### src/rtl/lsu.sv
// Load/store unit: turns execute-stage load/store requests into single
// data-bus transactions (request, grant, response), aligns store data and
// byte enables to the addressed lanes, extracts and extends load data, and
// forwards non-memory writebacks straight through to the wb stage.
module lsu #(
  parameter int TIMEOUT = 255
) (
  input  logic        clk,
  input  logic        arst,
  input  logic        mem_r_ena_i,
  input  logic        mem_w_ena_i,
  input  logic [31:0] mem_r_addr_i,
  input  logic [31:0] mem_w_addr_i,
  input  logic [31:0] mem_w_data_i,
  input  logic [31:0] inst_i,
  input  logic        reg_w_ena_i,
  input  logic [4:0]  reg_w_addr_i,
  input  logic [31:0] reg_w_data_i,
  output logic        reg_w_ena_o,
  output logic [4:0]  reg_w_addr_o,
  output logic [31:0] reg_w_data_o,
  output logic        bus_req_o,
  output logic        bus_we_o,
  output logic [31:0] bus_addr_o,
  output logic [3:0]  bus_be_o,
  output logic [31:0] bus_wdata_o,
  input  logic        bus_gnt_i,
  input  logic        bus_rvalid_i,
  input  logic [31:0] bus_rdata_i,
  output logic        hold_o,
  output logic        err_o
);

  localparam int CntW = $clog2(TIMEOUT + 1);
  localparam logic [CntW-1:0] CntLast = CntW'(TIMEOUT - 1);
  localparam logic [CntW-1:0] CntMax  = CntW'(TIMEOUT);

  typedef enum logic [1:0] {
    IDLE = 2'd0,
    REQ  = 2'd1,
    WAIT = 2'd2
  } state_t;

  state_t r_state;
  state_t w_next;

  logic [CntW-1:0] r_cnt;
  logic            r_we;
  logic [31:0]     r_addr;
  logic [31:0]     r_wdata;
  logic [2:0]      r_funct3;
  logic [4:0]      r_rd;
  logic            r_regEna;

  logic        w_access;
  logic        w_isStore;
  logic [31:0] w_addr;
  logic [2:0]  w_funct3;
  logic        w_legal;
  logic        w_aligned;
  logic        w_accessOk;
  logic        w_cntLast;
  logic        w_launch;
  logic        w_reject;
  logic        w_timeout;
  logic        w_complete;
  logic [7:0]  w_loadByte;
  logic [15:0] w_loadHalf;
  logic [31:0] w_loadData;
  logic        w_unused;

  // Only the funct3 field of the instruction matters to this unit.
  assign w_unused = &{1'b0, inst_i[31:15], inst_i[11:0]};

  // A store takes precedence over a load when execute raises both.
  assign w_access  = mem_r_ena_i | mem_w_ena_i;
  assign w_isStore = mem_w_ena_i;
  assign w_addr    = w_isStore ? mem_w_addr_i : mem_r_addr_i;
  assign w_funct3  = inst_i[14:12];
  assign w_accessOk = w_legal & w_aligned;
  assign w_cntLast  = (r_cnt == CntLast);

  // Classify the incoming access: legal funct3 for its direction, and
  // naturally aligned for its size. Illegal encodings fail like misalignment.
  always_comb begin
    w_legal   = 1'b0;
    w_aligned = 1'b0;
    if (w_isStore) begin
      w_legal = (w_funct3 <= 3'b010);
    end else begin
      case (w_funct3)
        3'b000, 3'b001, 3'b010, 3'b100, 3'b101: w_legal = 1'b1;
        default:                                 w_legal = 1'b0;
      endcase
    end
    case (w_funct3[1:0])
      2'b00:   w_aligned = 1'b1;
      2'b01:   w_aligned = ~w_addr[0];
      2'b10:   w_aligned = (w_addr[1:0] == 2'b00);
      default: w_aligned = 1'b0;
    endcase
  end

  // State register; reset abandons any transaction in flight.
  always_ff @(posedge clk or posedge arst) begin
    if (arst) begin
      r_state <= IDLE;
    end else begin
      r_state <= w_next;
    end
  end

  // Next state, bus request and stall. A response arriving on the last
  // allowed cycle still completes; otherwise the timeout aborts the access
  // and releases the stall in that same cycle.
  always_comb begin
    w_next     = r_state;
    hold_o     = 1'b0;
    bus_req_o  = 1'b0;
    w_launch   = 1'b0;
    w_reject   = 1'b0;
    w_timeout  = 1'b0;
    w_complete = 1'b0;
    case (r_state)
      IDLE: begin
        if (w_access) begin
          if (w_accessOk) begin
            hold_o   = 1'b1;
            w_launch = 1'b1;
            w_next   = REQ;
          end else begin
            w_reject = 1'b1;
          end
        end
      end
      REQ: begin
        bus_req_o = 1'b1;
        if (w_cntLast) begin
          w_timeout = 1'b1;
          w_next    = IDLE;
        end else begin
          hold_o = 1'b1;
          if (bus_gnt_i) begin
            w_next = WAIT;
          end
        end
      end
      WAIT: begin
        if (bus_rvalid_i) begin
          w_complete = 1'b1;
          w_next     = IDLE;
        end else if (w_cntLast) begin
          w_timeout = 1'b1;
          w_next    = IDLE;
        end else begin
          hold_o = 1'b1;
        end
      end
      default: begin
        w_next = IDLE;
      end
    endcase
  end

  // Busy-cycle counter: zero while idle and on the edge leaving REQ/WAIT,
  // otherwise counts up and saturates.
  always_ff @(posedge clk or posedge arst) begin
    if (arst) begin
      r_cnt <= '0;
    end else if (r_state == IDLE || w_next == IDLE) begin
      r_cnt <= '0;
    end else if (r_cnt != CntMax) begin
      r_cnt <= r_cnt + CntW'(1);
    end
  end

  // Capture the access on launch and produce the registered writeback and
  // error pulse. Writeback is suppressed except for pass-through in idle and
  // for a completed load.
  always_ff @(posedge clk or posedge arst) begin
    if (arst) begin
      r_we         <= 1'b0;
      r_addr       <= '0;
      r_wdata      <= '0;
      r_funct3     <= '0;
      r_rd         <= '0;
      r_regEna     <= 1'b0;
      reg_w_ena_o  <= 1'b0;
      reg_w_addr_o <= '0;
      reg_w_data_o <= '0;
      err_o        <= 1'b0;
    end else begin
      err_o       <= w_reject | w_timeout;
      reg_w_ena_o <= 1'b0;
      if (w_launch) begin
        r_we     <= w_isStore;
        r_addr   <= w_addr;
        r_wdata  <= mem_w_data_i;
        r_funct3 <= w_funct3;
        r_rd     <= reg_w_addr_i;
        r_regEna <= reg_w_ena_i;
      end
      if (r_state == IDLE && !w_access) begin
        reg_w_ena_o  <= reg_w_ena_i;
        reg_w_addr_o <= reg_w_addr_i;
        reg_w_data_o <= reg_w_data_i;
      end else if (w_complete && !r_we) begin
        reg_w_ena_o  <= r_regEna;
        reg_w_addr_o <= r_rd;
        reg_w_data_o <= w_loadData;
      end
    end
  end

  // Bus-side view of the captured access: word address, lane enables and
  // store data replicated into every lane so the memory can pick its lane.
  always_comb begin
    bus_we_o    = r_we;
    bus_addr_o  = {r_addr[31:2], 2'b00};
    bus_be_o    = 4'b1111;
    bus_wdata_o = r_wdata;
    case (r_funct3[1:0])
      2'b00: begin
        case (r_addr[1:0])
          2'b00:   bus_be_o = 4'b0001;
          2'b01:   bus_be_o = 4'b0010;
          2'b10:   bus_be_o = 4'b0100;
          default: bus_be_o = 4'b1000;
        endcase
        bus_wdata_o = {4{r_wdata[7:0]}};
      end
      2'b01: begin
        bus_be_o    = r_addr[1] ? 4'b1100 : 4'b0011;
        bus_wdata_o = {2{r_wdata[15:0]}};
      end
      default: begin
        bus_be_o    = 4'b1111;
        bus_wdata_o = r_wdata;
      end
    endcase
  end

  // Pick the addressed lane out of the response word and extend it to 32
  // bits, signed for LB/LH and unsigned for LBU/LHU.
  always_comb begin
    case (r_addr[1:0])
      2'b00:   w_loadByte = bus_rdata_i[7:0];
      2'b01:   w_loadByte = bus_rdata_i[15:8];
      2'b10:   w_loadByte = bus_rdata_i[23:16];
      default: w_loadByte = bus_rdata_i[31:24];
    endcase
    w_loadHalf = r_addr[1] ? bus_rdata_i[31:16] : bus_rdata_i[15:0];
    case (r_funct3)
      3'b000:  w_loadData = {{24{w_loadByte[7]}}, w_loadByte};
      3'b100:  w_loadData = {24'h000000, w_loadByte};
      3'b001:  w_loadData = {{16{w_loadHalf[15]}}, w_loadHalf};
      3'b101:  w_loadData = {16'h0000, w_loadHalf};
      default: w_loadData = bus_rdata_i;
    endcase
  end

endmodule

### config.mk
export PLATFORM = sky130hd
export DESIGN_NAME = lsu
export DESIGN_NICKNAME = d
export VERILOG_FILES = /design/src/rtl/lsu.sv
export SDC_FILE = /design/constraint.sdc
export NUM_CORES = 1
export LEC_CHECK = 0
export ABC_CLOCK_PERIOD_IN_PS = 3800
export CORE_ASPECT_RATIO = 1.1
export CORE_MARGIN = 1.5
export CORE_UTILIZATION = 38
export CTS_CLUSTER_SIZE = 24
export DETAILED_ROUTE_END_ITERATION = 8
export PLACE_DENSITY = 0.79
export SYNTH_ARGS = -nofsm -noshare
export SYNTH_HDL_FRONTEND = slang
export SYNTH_SLANG_ARGS = --single-unit
### constraint.sdc
create_clock -name clk -period 3.8 [get_ports clk]
set_input_delay 0.76 -clock clk [delete_from_list [all_inputs] [get_ports clk]]
set_output_delay 0.76 -clock clk [all_outputs]
set_load 0.1 [all_outputs]
==> results of run 1 <==
## cells by family (layout without fill, tap and decap cells)
logic type	after synthesis	count (layout)	share of synthesized area, %
mux	139	139	24.3
fa+ha+maj	6	6	1.09
simple gates	142	142	10.5
other cells	1	2	0.0543
xor+xnor	2	2	0.254
flops	123	123	44.6
buf+inv	89	330	7.74
compound gates	116	116	11.5
## routing by layer
layer	track usage [%]	wire length [µm]	vias to the layer above
li1	-	-	2664
met1	25.2	8000	2848
met2	35.0	9940	239
met3	5.05	1330	35
met4	8.95	557	0
met5	0	0	-
## layout by cell type, fill, tap and decap left out, types with 3 or more instances in the layout
| master | count |
|---|---|
| mux2_4 | 29 |
| buf_12 | 12 |
| a222oi_1 | 7 |
| a22oi_1 | 8 |
| nand4_1 | 8 |
| o21ai_0 | 20 |
| nor2_1 | 14 |
| buf_4 | 28 |
| nand4b_1 | 7 |
| nor2b_1 | 4 |
| clkdlybuf4s50_1 | 251 |
| a211oi_1 | 3 |
| nor3_1 | 7 |
| o21ai_1 | 8 |
| nand3b_1 | 9 |
| a211o_1 | 16 |
| inv_1 | 5 |
| and3_1 | 3 |
| mux2i_1 | 8 |
| mux2_1 | 46 |
| bufinv_16 | 3 |
| nand2_1 | 59 |
| and3b_1 | 3 |
| o21bai_1 | 4 |
| nand3_1 | 19 |
| clkbuf_16 | 17 |
| ha_1 | 6 |
| mux2_2 | 55 |
| a21oi_1 | 21 |
| clkinvlp_4 | 3 |
| dfrtp_1 | 122 |
| o22ai_1 | 7 |
| clkinv_2 | 5 |
| a31oi_1 | 9 |
## cells in the mapped netlist, drive strengths merged (8+ instances only)
cell,n
nand2,59
a31oi,9
nand4,8
o21ai,28
a21oi,22
buf,54
nand3,19
nor2,14
mux2i,8
nand3b,9
clkbuf,29
dfrtp,123
mux2,130
a22oi,8
a211o,16
## sequential cells by signal (all words and copies together), names as in the netlist, 2 cells and up
register / cells
r_addr: 32
r_wdata: 32
reg_w_data_o: 32
r_cnt: 8
r_rd: 5
reg_w_addr_o: 5
r_funct3: 3
r_state: 2
## final timing paths
path / end / slack, ns / cells past startpoint
worst max-delay path: hold_o / 0.67 / 6
worst min-delay path: r_addr[28] / 0.48 / 1
worst max register to register: reg_w_data_o[27] / 0.99 / 6
worst min register to register: r_addr[28] / 0.48 / 1
max in group asynchronous: reg_w_data_o[11] / 2.36 / 3
min in group asynchronous: r_addr[21] / 0.81 / 3
## metrics by stage
step           setup WS, ns  instance area, µm²  utilization [%]  cells
2_1_floorplan         0.280                6910                -    619
3_3_place_gp          0.631                9690             54.6   1066
3_5_place_dp          0.580                9690             54.6   1066
4_1_cts               0.665               10300             57.9   1098
5_1_grt               0.554               10300             57.9   1098
6_report              0.672               10300             57.9   1098
## cell type report
type | instances | area (µm²) | area share, %
clock inverters | 12 | 148 | 1.44
clock buffers | 20 | 447 | 4.35
repair buffers | 292 | 2970 | 28.9
flip-flops and latches | 123 | 3080 | 30.0
inverters | 6 | 26.3 | 0.256
multi-input cells | 407 | 3310 | 32.2
well taps | 238 | 298 | 2.90
==> impl_metrics.toml, run 1 <==
[synth]
yosysWarnings = 0
syn_avg_cell_area_um2 = 11.2
synth_seq_cells = 123
synthTopCellsByArea = "dfrtp_1 45%, mux2_2 9.0%, mux2_1 7.5%"
yosysTopAreaCellShare_pct = 44.6
synth_ff_type = "dfrtp_1"
yosysSeqAreaShare_pct = 44.6
async_flop_share_pct = 100
syn_area_mm2 = 0.00690
synth.largest_area_cell = "dfrtp_1"
synthCells = 618
synth_cell_types = 51
synth_edf_count = 0

[cells_and_area]
syn_to_final_growth_pct = 48.9
nets = 1057
layout-drive-gt1-share_pct = 19.2
diodes = 0
fillers = 1518

[die]
initial_core_util_pct = 38.9
die_x_um = 132
core_mm2 = 0.0177
rows = 51
dieHeight_um = 144
die_area_mm2 = 0.0190
num_io_pins = 314

[global_route]
grt_pass1_vias = 5794
grt_overflow = 0
antenna_found_initial = 0
grt_max_degree = 76
grt_pass1_wl_um = 30700
track_usage_pct = 20.7

[drt]
drtPass1Iterations = 5
dr_total_vias = 5786
drt-total-wl_um = 19800
via_per_inst = 5.27
wl_per_cell_um = 18.1
drc = 0
drt_iter0_markers = 330
ant_nets = 0

[timing]
holdWs_ns = 0.485
setup_tns_ns = 0
period_share_pct = 82.3
worstMarginPinSlew_ns = 1.06
min_period_ns = 3.13
setup_viol = 0
slew_viol_final = 0
fmax_ghz = 0.320
skew_ns = 0.0100
rsz0062_at_grt = "no"
slew_headroom_pct = 29.4
finalHoldViolCount = 0

[cts]
clk_path_buf_depth = 2
clkTransAtPathRegs_ns = 0.05
cts.sinks = 123
cts-resized-gates = 0
root_buffer = "clkbuf_16"
clk_latency_ns = 0.41
postCtsSetupBuffers = 0
cts_tree = "built"
numCtsBuffers = 17
hold_buffers = 0
htreeDepth = 4

[hold_path]
min_from = "r_addr[28]"
hold_path.class = "flip-flop to flip-flop"

[setup_path]
slowest_delay_ns = 0.42
required_ns = 3.04
critPathBufInv = 2
crit_slowest_cell = "nor4_2"
crit_arrival_ns = 2.37
cpLargestDelayFamily = "buffers and inverters"
crit_path_start = "mem_r_addr_i[1]"
path_class = "primary input to output pin"
startpoint_type = "primary input"
cp-end-kind = "output pin"
cp_max_fo = 3
cp_cell_sequence = "clkdlybuf4s50_1, mux2_2, nor4_2, o21bai_4, a21oi_2, buf_12"
reg2reg_from = "r_state[1]"

[placement]
io_buffer_count = 282
hpwl_um = 14500
globalplace.congestion = 0.808

[run_status]
status = "complete, no violations"

[job]
drv_cap = 0
Power of run 1 is not shown: default switching activity piles up to over one toggle a cycle in this logic, so the estimate is an artifact.
==> run 2, diff against run 1 <==
Settings changed: ABC_CLOCK_PERIOD_IN_PS 3800 to 3300, CORE_UTILIZATION 38 to 42, PLACE_DENSITY 0.79 to 0.83.
Clock period 3.8 ns to 3.3 ns, I/O delays scaled along.
==> run 2 against run 1 <==
- wire length rose by 2.6%
- clock skew fell by 0.0033 ns
- global-route usage rose by 3.1 points
- critical path depth did not move
- first-iteration DRC count rose by 20%
- core utilization rose by 5.7 points
- critical path type unchanged
- highest routed layer unchanged
==> impl_metrics.toml, run 2 (synthesis results as in run 1) <==
[cts]
cts-resized-gates = 0
clk_path_buf_depth = 2
postCtsSetupBuffers = 0
numCtsBuffers = 17
clkTransAtPathRegs_ns = 0.05
root_buffer = "clkbuf_16"
hold_buffers = 0
htreeDepth = 4
cts_tree = "built"
clk_latency_ns = 0.41
cts.sinks = 123

[drt]
dr_total_vias = 5839
via_per_inst = 5.48
drt-total-wl_um = 20300
ant_nets = 0
drc = 0
drt_iter0_markers = 397
drtPass1Iterations = 5
wl_per_cell_um = 19.1

[timing]
worstMarginPinSlew_ns = 0.963
fmax_ghz = 0.339
slew_viol_final = 0
setup_viol = 0
period_share_pct = 89.4
slew_headroom_pct = 35.8
skew_ns = 0.00666
rsz0062_at_grt = "no"
holdWs_ns = 0.490
min_period_ns = 2.95
finalHoldViolCount = 0
setup_tns_ns = 0

[setup_path]
required_ns = 2.64
cp-end-kind = "output pin"
crit_arrival_ns = 2.29
path_class = "primary input to output pin"
cpLargestDelayFamily = "buffers and inverters"
critPathBufInv = 2
crit_slowest_cell = "nor4_2"
cp_cell_sequence = "clkdlybuf4s50_1, mux2_2, nor4_2, o21bai_4, a21oi_4, buf_12"
startpoint_type = "primary input"
cp_max_fo = 3
slowest_delay_ns = 0.43

[die]
num_io_pins = 314
initial_core_util_pct = 43.5
core_mm2 = 0.0159
dieHeight_um = 137
die_x_um = 125
rows = 48
die_area_mm2 = 0.0172

[cells_and_area]
final_common_cell = "clkdlybuf4s50_1"
reg_top3 = "r_addr: 32 flops, r_wdata: 32 flops, reg_w_data_o: 32 flops"
nets = 1063
syn_to_final_growth_pct = 46.1
diodes = 0
fillers = 1248
layout_common_cells = "173 x clkdlybuf4s50_1, 122 x dfrtp_1, 110 x buf_4"
layout-drive-gt1-share_pct = 28.9

[global_route]
antenna_found_initial = 0
track_usage_pct = 23.7
grt_pass1_vias = 5924
grt_overflow = 0
grt_max_degree = 76
grt_pass1_wl_um = 31800

[placement]
hpwl_um = 14900
io_buffer_count = 282
globalplace.congestion = 0.883

[job]
drv_cap = 0

[run_status]
status = "complete, no violations"

[hold_path]
hold_path.class = "flip-flop to flip-flop"
-- run 2: changes by cell type in the layout (fill, tap and decap cells not counted), sizes merged --
cell | before | now
buf | 41 | 125
bufinv | 3 | 2
clkbuf | 20 | 18
clkdlybuf4s50 | 251 | 173
clkinv | 7 | 6
clkinvlp | 3 | 6
-- run 2: path summary, 6_finish.rpt --
kind,start,endpoint,slack (ns),cells past startpoint
max in group asynchronous,arst,r_addr[17],1.88,3
max reg2reg,r_state[1],reg_w_data_o[19],0.72,6
min in group asynchronous,arst,r_addr[24],0.69,2
min,r_wdata[28],r_wdata[28],0.49,1
max,mem_r_addr_i[1],hold_o,0.35,6
min reg2reg,r_wdata[28],r_wdata[28],0.49,1
-- run 2: per-layer routing --
layer,part of all wire (%),track usage [%],up-vias
met5,0,0,-
met4,3.7,12.4,0
met3,7.7,6.10,40
met2,50,40.0,305
met1,39,28.2,2814
li1,-,-,2680
-- run 2: cell type report --
class	count	area (µm²)	share of cell area, %
timing repair buffer	298	2840	28.2
inverter	6	26.3	0.260
clock inverter	13	128	1.27
multi-input combinational	407	3320	32.9
sequential	123	3080	30.5
tap	200	250	2.48
clock buffer	18	439	4.35
-- run 2: metrics by stage --
stage               instances  setup WS [ns]  area, µm²  util, %
finish                   1065          0.350      10100     63.6
global route             1065          0.298      10100     63.6
CTS                      1065          0.324      10100     63.6
detailed placement       1034          0.350       9520     60.0
global placement         1034          0.398       9520     60.0
floorplan                 619         0.0764       6920        -
-- run 2: worst register-to-register path, stage by stage (launching register included) --
cell       delay [ns]
dfrtp_1          0.46
inv_1            0.12
ha_1             0.26
or3b_2           0.38
nand2_1          0.18
a2111oi_4        0.90
a211o_1          0.22
Power of run 2 is left out for the same reason.
==> run 3, diff against run 2 <==
Settings changed: CTS_CLUSTER_DIAMETER from default to 100.
==> results of run 3 <==
Final layout, timing and power as in run 2 (identical DEF).
Power of run 3 is left out for the same reason.
